[src/rtl/irq_vector_arbiter.sv]
// irq_vector_arbiter: interrupt front-end for the RV32I core.
// Latches rising edges of the raw interrupt lines as pending, picks the
// lowest-index enabled source, and hands one request at a time to the core
// controller over a req/grant handshake, holding off further requests until
// the handler reports completion. No nesting.
//
// Handshake: irq_req_o is raised from IDLE together with a frozen irq_id_o /
// irq_addr_o and stays up, unchanged, until irq_grant_i is sampled high on a
// rising edge; that edge drops irq_req_o, raises in_service_o and retires the
// pending bit. irq_done_i sampled high while in service returns the block to
// IDLE. A grant without an outstanding request, or a done without a handler
// in service, has no effect. clear_i overrides everything.
module irq_vector_arbiter #(
  parameter int unsigned N_SRC      = 8,
  parameter logic [31:0] VEC_BASE   = 32'h0000_0100,
  parameter int unsigned VEC_STRIDE = 4,
  parameter int unsigned ID_W       = $clog2(N_SRC)
) (
  input  logic             clk,
  input  logic             rst_n,
  input  logic [N_SRC-1:0] irq_src_i,
  input  logic [N_SRC-1:0] irq_mask_i,
  input  logic             global_en_i,
  input  logic             clear_i,
  input  logic             irq_grant_i,
  input  logic             irq_done_i,
  output logic             irq_req_o,
  output logic [31:0]      irq_addr_o,
  output logic [ID_W-1:0]  irq_id_o,
  output logic             in_service_o,
  output logic [N_SRC-1:0] pending_o
);

  typedef enum logic [1:0] {
    S_IDLE    = 2'd0,
    S_REQ     = 2'd1,
    S_SERVICE = 2'd2
  } state_e;

  state_e           state_q;
  logic [N_SRC-1:0] src_q;
  logic [N_SRC-1:0] pending_q;
  logic [N_SRC-1:0] pending_d;
  logic [N_SRC-1:0] edge_vec;
  logic [N_SRC-1:0] clr_vec;
  logic [N_SRC-1:0] eligible;
  logic             any_eligible;
  logic [ID_W-1:0]  win_id;
  logic [31:0]      win_addr;
  logic             req_q;
  logic [31:0]      addr_q;
  logic [ID_W-1:0]  id_q;
  logic             in_service_q;

  assign edge_vec     = irq_src_i & ~src_q;
  assign eligible     = global_en_i ? (pending_q & irq_mask_i) : '0;
  assign any_eligible = |eligible;
  assign win_addr     = VEC_BASE + (32'(win_id) * VEC_STRIDE);

  // Fixed priority: scan from the top so the lowest set index is left last.
  always_comb begin
    win_id = '0;
    for (int i = N_SRC - 1; i >= 0; i--) begin
      if (eligible[i]) win_id = ID_W'(i);
    end
  end

  // Retire the pending bit of the request being granted this cycle.
  always_comb begin
    clr_vec = '0;
    if ((state_q == S_REQ) && irq_grant_i) clr_vec = N_SRC'(1) << id_q;
  end

  // Next pending: a new edge beats a same-cycle retire; a flush beats both.
  always_comb begin
    pending_d = (pending_q & ~clr_vec) | edge_vec;
    if (clear_i) pending_d = '0;
  end

  // Edge-detect history and pending register.
  always_ff @(posedge clk or negedge rst_n) begin
    if (!rst_n) begin
      src_q     <= '0;
      pending_q <= '0;
    end else begin
      src_q     <= irq_src_i;
      pending_q <= pending_d;
    end
  end

  // Request/service sequencer with registered request, vector and id.
  always_ff @(posedge clk or negedge rst_n) begin
    if (!rst_n) begin
      state_q      <= S_IDLE;
      req_q        <= 1'b0;
      addr_q       <= '0;
      id_q         <= '0;
      in_service_q <= 1'b0;
    end else if (clear_i) begin
      state_q      <= S_IDLE;
      req_q        <= 1'b0;
      in_service_q <= 1'b0;
    end else begin
      case (state_q)
        S_IDLE: begin
          if (any_eligible) begin
            id_q    <= win_id;
            addr_q  <= win_addr;
            req_q   <= 1'b1;
            state_q <= S_REQ;
          end
        end
        S_REQ: begin
          if (irq_grant_i) begin
            req_q        <= 1'b0;
            in_service_q <= 1'b1;
            state_q      <= S_SERVICE;
          end
        end
        S_SERVICE: begin
          if (irq_done_i) begin
            in_service_q <= 1'b0;
            state_q      <= S_IDLE;
          end
        end
        default: begin
          state_q      <= S_IDLE;
          req_q        <= 1'b0;
          addr_q       <= '0;
          id_q         <= '0;
          in_service_q <= 1'b0;
        end
      endcase
    end
  end

  assign irq_req_o    = req_q;
  assign irq_addr_o   = addr_q;
  assign irq_id_o     = id_q;
  assign in_service_o = in_service_q;
  assign pending_o    = pending_q;

endmodule

[config.mk]
export PLATFORM = sky130hd
export DESIGN_NAME = irq_vector_arbiter
export DESIGN_NICKNAME = d
export VERILOG_FILES = /design/src/rtl/irq_vector_arbiter.sv
export SDC_FILE = /design/constraint.sdc
export NUM_CORES = 1
export LEC_CHECK = 0
export ABC_AREA = 1
export CORE_ASPECT_RATIO = 0.75
export CORE_UTILIZATION = 40
export DETAILED_ROUTE_END_ITERATION = 12
export DONT_BUFFER_PORTS = 1
export HOLD_SLACK_MARGIN = 0.02
export PLACE_DENSITY_LB_ADDON = 0.1
export SYNTH_ARGS = -nofsm -noshare
export SYNTH_HDL_FRONTEND = slang
export SYNTH_SLANG_ARGS = --single-unit
[constraint.sdc]
create_clock -name clk -period 2.5 [get_ports clk]
set_clock_uncertainty 0.1 [all_clocks]
set_input_delay 0.5 -clock clk [delete_from_list [all_inputs] [get_ports clk]]
set_output_delay 0.5 -clock clk [all_outputs]
set_load 0.02 [all_outputs]
==> impl_metrics.tcl, run 1 <==
set metrics [dict create \
    power_density_nw_per_um2 804 \
    synth-compound-area-share 0.0910 \
    firstDrtPassIters 4 \
    drive_above_1_share 0.179 \
    die_area_um2 3930 \
    drt-total-wl_um 2760 \
    initial_core_util 0.433 \
    fp.dieH_um 54.5 \
    netlist_instances 168 \
    p_int_w 0.000693 \
    path_class "flip-flop to output port" \
    cts.htree.levels 1 \
    finalCritPeriodShare 0.615 \
    switching_share 0.413 \
    std_cell_rows 18 \
    p_seq_frac 0.492 \
    startpoint "irq_id_o[0]$_DFFE_PN0P_" \
    dieWidth_um 72.0 \
    insertion_delay_ps 270 \
    syn_area_um2 1470 \
    grt_pass1_wl_um 4570 \
    synth_xor_area_frac 0 \
    ir_worst_vdd_mv 0.392 \
    startpoint_type "flip-flop" \
    clockRootBuffer "clkbuf_8" \
    grt_use_total 0.156 \
    min_path_type "input port to flip-flop" \
    power_frac_comb 0.280 \
    rr_endpoint "irq_id_o[0]$_DFFE_PN0P_" \
    netSwitchingPower_w 0.000488 \
    core_area_um2 3400 \
    drt_iter0_drc 30 \
    hold_viol 0 \
    antenna_left 0 \
    r2r_slack_ps 970 \
    avgSynthCellArea_um2 8.76 \
    clkTransAtPathRegs_ps 90 \
    wl_per_cell_um 12.6 \
    cp_data_arrival_time_ps 940 \
    synthMuxAreaShare 0 \
    clockBufferDepth 2 \
    pwr-share-clk 0.228 \
    grt_overflow 0 \
    run_status "finished clean" \
    vias_per_cell 4.58 \
    crit_cells 0 \
    antenna_found_initial 0 \
    yosys.area_share.adder 0.0255 \
    n_antenna_cell 0 \
    worst_pin_slew_ps 504 \
    drv_cap 0 \
    setup-violations-final 0 \
    gp_congestion 0.797 \
    power_w 0.00118 \
    cts_buffers 3 \
    fmax_ghz 0.650 \
    timing.reg2reg.worst_path_depth 7 \
    synthSimpleGateAreaFrac 0.256 \
    hold_ws_ps 149 \
    slew-limit-headroom 0.664 \
    ys_warn_count 0 \
    ios 67 \
    dp_hpwl_um 2180 \
    p_leak_nw 0.757 \
    synth-seq-area-share 0.408 \
    final_cells 218 \
    postPlaceCellArea_um2 1380 \
    min_period_ps 1540 \
    final.setup.tns_ps 0 \
    synth_top_family_by_area "simple AND/OR/NAND/NOR gates" \
    design_area_um2 1470 \
    grt_pass1_vias 986 \
    num_vias 998 \
    required_ps 1900 \
    grt_max_degree 25 \
    synth-seq-cells 24 \
    endpoint_kind "output port" \
    cts_resized 0 \
    finalMaxSlewViolations 0 \
    rsz0062_at_grt "false" \
    port_buffers 0 \
    critPathMaxFanout 6 \
    tritoncts "built" \
    placedCellCount 212 \
    synthDistinctLibCells 24 \
    regToRegStartpoint "state_q[0]$_DFFE_PN0P_" \
    drcViolationCount 0 \
    syn2layout_area_growth_pct -0.170 \
    final_nets 194 \
    hold_depth 0 \
    cts_sinks 24 \
    timing.critical_path.to "irq_id_o[0]" \
]
==> worst min path at each step <==
stage	from	slack (ps)	to
2_1_floorplan	rst_n	100	in_service_o$_DFFE_PN0P_
3_3_place_gp	rst_n	100	src_q[4]$_DFF_PN0_
3_5_place_dp	rst_n	100	src_q[4]$_DFF_PN0_
4_1_cts	irq_src_i[4]	140	src_q[4]$_DFF_PN0_
5_1_grt	irq_src_i[4]	130	src_q[4]$_DFF_PN0_
6_report	irq_src_i[1]	150	src_q[1]$_DFF_PN0_
==> area by class of cell <==
class / instances / area, um^2
inverters: 18 / 67.6
well taps: 50 / 62.6
repair buffers: 2 / 30.0
clock buffers: 4 / 55.1
multi-input cells: 120 / 653
fillers: 345 / 1930
flip-flops and latches: 24 / 601
==> synthesized netlist by cell type (all sizes together) <==
library cell,n,share of area
a21oi,10,0.037
nand2,42,0.12
nand3b,1,0.0051
inv,18,0.046
conb,1,0.0025
ha,3,0.026
o21ai,13,0.049
nand4,2,0.019
nor2,7,0.030
dfrtp,24,0.41
o21bai,1,0.0051
buf,33,0.17
nand3,13,0.083
==> layer usage <==
metal | part of all wire | vias to the layer above | routed length (um) | GRT usage
met5 | 0 | - | 0 | 0
met4 | 0.0069 | 0 | 19 | 0.0425
met3 | 0.095 | 4 | 261 | 0.0663
met2 | 0.43 | 61 | 1190 | 0.256
met1 | 0.46 | 463 | 1280 | 0.191
li1 | - | 470 | - | -
==> state kept, by name, summed over array words and instances (netlist names) <==
signal	cells
pending_o	8
src_q	8
irq_addr_o	2
irq_id_o	2
state_q	2
in_service_o	1
irq_req_o	1
==> cells in the final DEF (no fill, tap or decap), drive strengths merged, types with 3 or more instances in the layout <==
| cell type | n |
|---|---|
| nand3 | 13 |
| clkbuf | 4 |
| ha | 3 |
| inv | 18 |
| o21ai | 13 |
| nor2 | 7 |
| dfrtp | 24 |
| nand2 | 42 |
| a21oi | 10 |
| conb | 28 |
==> stage by stage <==
stage,setup WS (ps),util
after floorplan,1080,-
after global placement,1020,0.407
after detailed placement,1010,0.407
after CTS,960,0.432
after global routing,835,0.432
final,962,0.432
==> what timing repair did <==
item / in CTS / in global routing
setup buffers: 0 / 0
hold buffers: 2 / 0
hold endpoints to repair: 24 / 0
==> power groups by stage <==
stage | registers, W | logic (W) | clock network [W]
2_1_floorplan | 0.000551 | 0.000341 | 0
3_3_place_gp | 0.000587 | 0.000305 | 0
3_5_place_dp | 0.000587 | 0.000316 | 0
4_1_cts | 0.000580 | 0.000330 | 0.000283
5_1_grt | 0.000592 | 0.000375 | 0.000295
6_report | 0.000581 | 0.000331 | 0.000269
==> logic make-up after synthesis <==
kind of cell               after synthesis
AOI/OAI and AO/OA                       24
adders and majority gates                3
buffers and inverters                   51
DFF                                     24
other                                    1
and+or+nand+nor                         65
(Power assumes the default switching activity.)
==> run 2, diff against run 1 <==
- clock period: 2.5 -> 1.6 ns (I/O delays scaled with it)
==> impl_metrics.tcl, run 2 (same netlist as run 1, synthesis figures left out) <==
set metrics [dict create \
    grt_max_degree 25 \
    port_buffers 0 \
    placedCellCount 217 \
    n_antenna_cell 0 \
    startpoint_type "flip-flop" \
    drcViolationCount 0 \
    dieWidth_um 72.0 \
    tritoncts "built" \
    timing.reg2reg.worst_path_depth 8 \
    syn2layout_area_growth_pct 8.76 \
    run_status "finished clean" \
    clockRootBuffer "clkbuf_8" \
    drt_iter0_drc 40 \
    hold_end "pending_o[2]$_DFF_PN0_" \
    layout_common_cells "35 x nand2_1, 28 x conb_1, 24 x dfrtp_1" \
    r2r_slack_ps 130 \
    regToRegStartpoint "state_q[1]$_DFFE_PN0P_" \
    path_class "flip-flop to flip-flop" \
    grt_use_total 0.154 \
    clkTransAtPathRegs_ps 80 \
    power_w 0.00184 \
    num_vias 1033 \
    min_path_type "input port to flip-flop" \
    rsz0062_at_grt "false" \
    min_period_ps 1470 \
    grt_pass1_wl_um 4460 \
    fmax_ghz 0.683 \
    drive_above_1_share 0.202 \
    layout_commonest_cell "nand2_1" \
    vias_per_cell 4.43 \
    firstDrtPassIters 4 \
    hp-start "irq_src_i[2]" \
    grt_pass1_vias 945 \
    initial_core_util 0.433 \
    required_ps 1650 \
    hold_ws_ps 94.7 \
    final.setup.tns_ps 0 \
    ios 67 \
    setup-violations-final 0 \
    ir_worst_vdd_mv 0.435 \
    dp_hpwl_um 2140 \
    endpoint_kind "flip-flop" \
    hold_viol 0 \
    rr_endpoint "in_service_o$_DFFE_PN0P_" \
    critPathMaxFanout 4 \
    final_cells 233 \
    power_density_nw_per_um2 1150 \
    die_area_um2 3930 \
    finalCritPeriodShare 0.916 \
    drt-total-wl_um 2710 \
    final_nets 210 \
    cts_buffers 3 \
    cts_sinks 24 \
    cp_data_arrival_time_ps 1520 \
    wl_per_cell_um 11.6 \
    gp_congestion 0.776 \
    core_area_um2 3400 \
    grt_overflow 0 \
    clockBufferDepth 2 \
    finalMaxSlewViolations 0 \
    p_leak_nw 0.823 \
    hold_depth 2 \
    antenna_found_initial 0 \
    insertion_delay_ps 260 \
    cts.htree.levels 1 \
    drv_cap 0 \
    antenna_left 0 \
    std_cell_rows 18 \
    fp.dieH_um 54.5 \
]
-- run 2: worst max path at each step --
stage	start	end	slack, ps
after floorplan	state_q[0]$_DFFE_PN0P_	irq_id_o[0]$_DFFE_PN0P_	250
after global placement	state_q[1]$_DFFE_PN0P_	in_service_o$_DFFE_PN0P_	180
after detailed placement	state_q[1]$_DFFE_PN0P_	in_service_o$_DFFE_PN0P_	130
after CTS	state_q[1]$_DFFE_PN0P_	in_service_o$_DFFE_PN0P_	110
after global routing	state_q[1]$_DFFE_PN0P_	in_service_o$_DFFE_PN0P_	20
final	state_q[1]$_DFFE_PN0P_	in_service_o$_DFFE_PN0P_	130
-- run 2: metrics by stage --
step,util,cell area [um^2],setup WS [ps]
after global routing,0.471,1600,15.3
after CTS,0.465,1580,109
after detailed placement,0.418,1420,129
after global placement,0.418,1420,181
after floorplan,-,1570,248
final,0.471,1600,135
-- run 2: layout make-up --
| type | instances | area, um^2 |
|---|---|---|
| sequential | 24 | 601 |
| multi-input combinational | 120 | 656 |
| timing repair buffer | 18 | 173 |
| clock buffer | 3 | 41.3 |
| inverter | 18 | 67.6 |
| fill | 331 | 1800 |
| tap | 50 | 62.6 |
-- run 2: timing repair --
item,in CTS,in global routing
resized for setup,0,1
setup buffers,0,2
endpoints found under the setup margin,0,1
hold endpoints to repair,40,0
hold buffers,11,0
-- run 2: critical path: stages, from the launching register on --
cell     delay (ps)
dfrtp_1         400
buf_4           140
ha_1            170
inv_1            50
nor2_1           50
a21oi_2         220
nand2_1         100
nand2_1          60
o21ai_1          60
-- run 2: where the power goes --
| group | leakage [nW] | total (W) | internal (W) | switching (W) |
|---|---|---|---|---|
| clock | 0.0216 | 0.000344 | 0.000168 | 0.000176 |
| combinational | 0.497 | 0.000661 | 0.000227 | 0.000434 |
| sequential | 0.305 | 0.000832 | 0.000701 | 0.000131 |
| total | 0.823 | 0.00184 | 0.00110 | 0.000740 |
-- run 2: per-layer routing --
metal  GRT usage  share of wire  vias to the layer above
li1            -              -                      501
met1       0.202           0.47                      473
met2       0.247           0.43                       57
met3      0.0645          0.091                        2
met4      0.0196         0.0029                        0
met5           0              0                        -
